## config.mk

```make
export PLATFORM = sky130hd
export DESIGN_NAME = slow_ctl
export DESIGN_NICKNAME = d
export VERILOG_FILES = /design/src/rtl/slow_ctl.sv
export SDC_FILE = /design/constraint.sdc
export NUM_CORES = 1
export LEC_CHECK = 0
export ABC_AREA = 1
export CORE_MARGIN = 5
export CORE_UTILIZATION = 43
export DETAILED_ROUTE_END_ITERATION = 8
export PLACE_DENSITY = 0.92
export SLEW_MARGIN = 20
export SYNTH_ARGS = -nofsm -noshare
export SYNTH_HDL_FRONTEND = slang
export SYNTH_SLANG_ARGS = --single-unit
```

## constraint.sdc

```tcl
create_clock -name CLK -period 3.2 [get_ports CLK]
set_input_delay 0.96 -clock CLK [delete_from_list [all_inputs] [get_ports CLK]]
set_output_delay 0.96 -clock CLK [all_outputs]
set_load 0.02 [all_outputs]
```

## src/rtl/slow_ctl.sv

```systemverilog
// slow_ctl: requests stock-speed operation (and optionally fast-clock gating)
// around qualifying peripheral bus cycles, then holds the request for a
// programmable number of timebase ticks after the cycle ends.
module slow_ctl (
   input  logic       CLK,
   input  logic       nPOR,
   input  logic       BACT,
   input  logic       IACKCS,
   input  logic       VIACS,
   input  logic       IWMCS,
   input  logic       SCCCS,
   input  logic       SCSICS,
   input  logic       SndCSWR,
   input  logic       SlowIACK,
   input  logic       SlowVIA,
   input  logic       SlowIWM,
   input  logic       SlowSCC,
   input  logic       SlowSCSI,
   input  logic       SlowSnd,
   input  logic       SlowClockGate,
   input  logic [3:0] SlowTimeout,
   input  logic       TimerTick,
   output logic       Slow,
   output logic       ClockGateReq,
   output logic [3:0] SlowCnt
);

   typedef enum logic [1:0] {
      S_IDLE   = 2'd0,
      S_ACCESS = 2'd1,
      S_HOLD   = 2'd2
   } state_t;

   state_t     r_state;
   state_t     w_state_nxt;
   logic [3:0] r_cnt;
   logic [3:0] w_cnt_nxt;
   logic       r_slow;
   logic       r_cgr;
   logic       r_bactr;
   logic       r_armed;
   logic       w_hit;
   logic       w_start;

   // A qualifying access is any asserted select whose slowdown enable is set
   always_comb begin
      w_hit = (IACKCS  & SlowIACK) |
              (VIACS   & SlowVIA)  |
              (IWMCS   & SlowIWM)  |
              (SCCCS   & SlowSCC)  |
              (SCSICS  & SlowSCSI) |
              (SndCSWR & SlowSnd);
   end

   // r_armed blocks a Start from a bus cycle that straddled reset release:
   // BACT must be seen low once before a rising edge can count.
   assign w_start = BACT & ~r_bactr & r_armed & w_hit;

   // Bus-cycle edge detector and post-reset arming flag
   always_ff @(posedge CLK) begin
      if (!nPOR) begin
         r_bactr <= 1'b0;
         r_armed <= 1'b0;
      end else begin
         r_bactr <= BACT;
         if (!BACT) begin
            r_armed <= 1'b1;
         end
      end
   end

   // Next-state and hold-count logic; a Start always wins over a tick
   always_comb begin
      w_state_nxt = r_state;
      w_cnt_nxt   = r_cnt;
      if (w_start) begin
         w_state_nxt = S_ACCESS;
         w_cnt_nxt   = SlowTimeout;
      end else begin
         unique case (r_state)
            S_IDLE: begin
               w_cnt_nxt = '0;
            end
            S_ACCESS: begin
               if (!BACT) begin
                  if (r_cnt == 4'd0) begin
                     w_state_nxt = S_IDLE;
                  end else begin
                     w_state_nxt = S_HOLD;
                  end
               end
            end
            S_HOLD: begin
               if (TimerTick) begin
                  if (r_cnt <= 4'd1) begin
                     w_state_nxt = S_IDLE;
                     w_cnt_nxt   = '0;
                  end else begin
                     w_cnt_nxt = r_cnt - 4'd1;
                  end
               end
            end
            default: begin
               w_state_nxt = S_IDLE;
               w_cnt_nxt   = '0;
            end
         endcase
      end
   end

   // State, count and registered requests; outputs follow the next state
   always_ff @(posedge CLK) begin
      if (!nPOR) begin
         r_state <= S_IDLE;
         r_cnt   <= '0;
         r_slow  <= 1'b0;
         r_cgr   <= 1'b0;
      end else begin
         r_state <= w_state_nxt;
         r_cnt   <= w_cnt_nxt;
         r_slow  <= (w_state_nxt != S_IDLE);
         r_cgr   <= (w_state_nxt != S_IDLE) & SlowClockGate;
      end
   end

   assign Slow         = r_slow;
   assign ClockGateReq = r_cgr;
   assign SlowCnt      = r_cnt;

endmodule

```

==> impl_results.md <==
* Status: finished clean
* Buffers added on ports at 26
* First-pass GRT wire length at 2.242 mm
* Clk_skew at 0.004323 ns
* Fin crit period at 2.278 ns
* Most used routing layer: met2
* Met3 GRT Util at 0.04059
* DR vias/cell at 5.042
* Setup Buffers After CTS at 0
* DRT iter0 DRCs at 21
* CP max stage delay at 0.64 ns
* Core ar. at 1334 sq um
* Ant. Diodes at 0
* Main synth FF type: dfxtp_1
* Ordered cell list for the critical path: clkdlybuf4s50_1
* Final setup violation count at 0
* Initial core utilization at 0.4681
* RSZ-0062 raised after global routing: false
* Clk_lat worst skew at 0.26 ns
* CP Class: reg2out
* Commonest cells in the synthesized netlist: nand2_1 (35), inv_1 (16), nor2_1 (11)
* Post-route ant nets at 0
* Cell area after synthesis at 624.3 sq um
* Initial antenna violation count at 0
* Root buf cell: clkbuf_4
* Grt total ovfl at 0
* Synthesized instance count at 100
* Worst setup margin at 0.9222 ns
* Placer Congestion at 0.7753
* CTS tree: yes
* Worst-path clk slew at 0.07 ns
* Die Wd at 48.11 um
* Met2 Track Usage GR at 0.2902
* Synth unique cells at 16
* Clock sink count at 10
* Cts hold-fix bufs at 0
* Full die area at 2314 sq um
* Syn Area/Cell at 6.243 sq um
* Syn nets at 124
* Resize count post-CTS at 0
* Area grow syn2layout at 48.70%
* Pre-Repair DR Iteration Count at 4
* Setup TNS at 0 ns
* Fin nets at 154
* Critical Path End Type: output pin
* WP data arrival at 1.32 ns
* CP max FO at 6
* Post-layout util at 0.6961
* Top cell type's share of synthesized area at 0.3206
* Clk buf depth at 2
* Post-synth EDFFs at 0
* Wirelength per Cell at 10.29 um
* # DRC at 0
* Ys Warns at 0
* CP startpoint kind: flop
* Max Fclk at 0.4390 GHz
* Vias in the first global route at 622
* Fin crit share at 0.7118
* Share of layout cells above drive strength 1 at 0.06202
* Flops & latches, synth at 10
* Dpl ws at 0.7982 ns
* Htree depth at 1
* Std cell rows at 13
* Slew Limit Fails at 0
* Slowest CP cell: clkdlybuf4s50_1
* Max-Cap Viols at 0
* Post-synth top area cell: dfxtp_1
* Final hold vios at 0
* Most common cell in the synthesized netlist: nand2_1
* Die height at 48.11 um
* Total wire length at 1.482 mm
* Fin cells at 144
* GRT Util Overall at 0.1420
* Worst Path Buf+Inv at 1
* Hold WC Path Type: reg2reg
* Static leakage at 0.4522 nW
* Hpwl dp at 1.286 mm
* Req. time, crit path at 2.24 ns
* Maximum VDD drop at 0.2185 mV
* Placed instance count at 140
* Worst path top cell family by delay: buffers and inverters
* CTS Buf Count at 3
* FFs w/ async S/R, synth at 0
* Vias at 726
* Largest cells by area after synthesis: dfxtp_1 (32%), nand2_1 (21%), inv_1 (9.6%), nor2_1 (6.6%), nand3_1 (6.4%)
* Worst-margin pin slew at 0.2301 ns
* Pin count of the biggest net entering global routing at 13
* IO Pins at 27
* Worst relative slew slack at 0.8462
* Seq/Total Area, Yosys at 0.3206
* PwrDens at 340.4 nW/um^2
* Met1 global-route usage at 0.1228
[path summary, 6_finish.rpt]
check	slack, ns	startpoint	end	cells after the start
worst max register to register	1.70	SlowCnt[0]	ClockGateReq	11
worst min register to register	0.52	r_armed	r_armed	2
worst min-delay path	0.52	r_armed	r_armed	2
worst max-delay path	0.92	SlowCnt[2]	SlowCnt[2]	1
[area by class of cell]
cell class | instances | area, sq um
inverter | 17 | 63.81
timing repair buffer | 26 | 260.3
multi-input combinational | 72 | 349.1
clock buffer | 4 | 36.28
sequential | 10 | 200.2
fill | 120 | 405.4
tap | 15 | 18.77
[registers in the layout, summed over array words and instances, names as in the netlist]
signal and count:
r_armed 1, Slow 1, SlowCnt 4, r_state 2, r_bactr 1, ClockGateReq 1
[where the power goes]
group           total, W  switching, W  internal [W]
Clock           0.000113     0.0000442     0.0000691
Combinational  0.0000695     0.0000312     0.0000384
Sequential      0.000133    0.00000362      0.000130
[metrics by stage]
stage | hold WS, ns | area [sq um] | power (W)
floorplan | 0.4862 | 624.3 | 0.0001698
global placement | 0.5114 | 892.1 | 0.0002034
detailed placement | 0.5161 | 892.1 | 0.0002063
CTS | 0.5262 | 928.4 | 0.0003171
global route | 0.5554 | 928.4 | 0.0003314
finish | 0.5219 | 928.4 | 0.0003160
[cells by family (layout without fill, tap and decap cells)]
kind of cell               after synthesis  after routing  synth area share
adders and majority gates                3              3           0.06013
AOI/OAI and AO/OA                        9              9           0.07416
and+or+nand+nor                         60             60            0.4249
buffers and inverters                   18             47            0.1202
DFF                                     10             10            0.3206
[layer usage]
metal | vias up | routed length (um)
met1 | 318 | 526
met3 | 2 | 148
met4 | 0 | 19
li1 | 366 | -
met5 | - | 0
met2 | 40 | 787
[cells in the final DEF (no fill, tap or decap), types with 2 or more instances in the layout]
master / netlist / final
nand3b_1: 2 / 2
a21oi_1: 6 / 6
nand2_1: 35 / 35
o21ai_0: 2 / 2
clkbuf_4: 0 / 3
ha_1: 3 / 3
nor2_1: 11 / 11
dfxtp_1: 10 / 10
clkdlybuf4s50_1: 0 / 26
nand3_1: 8 / 8
inv_1: 16 / 16
No activity file was read; power rests on OpenSTA's default activity.
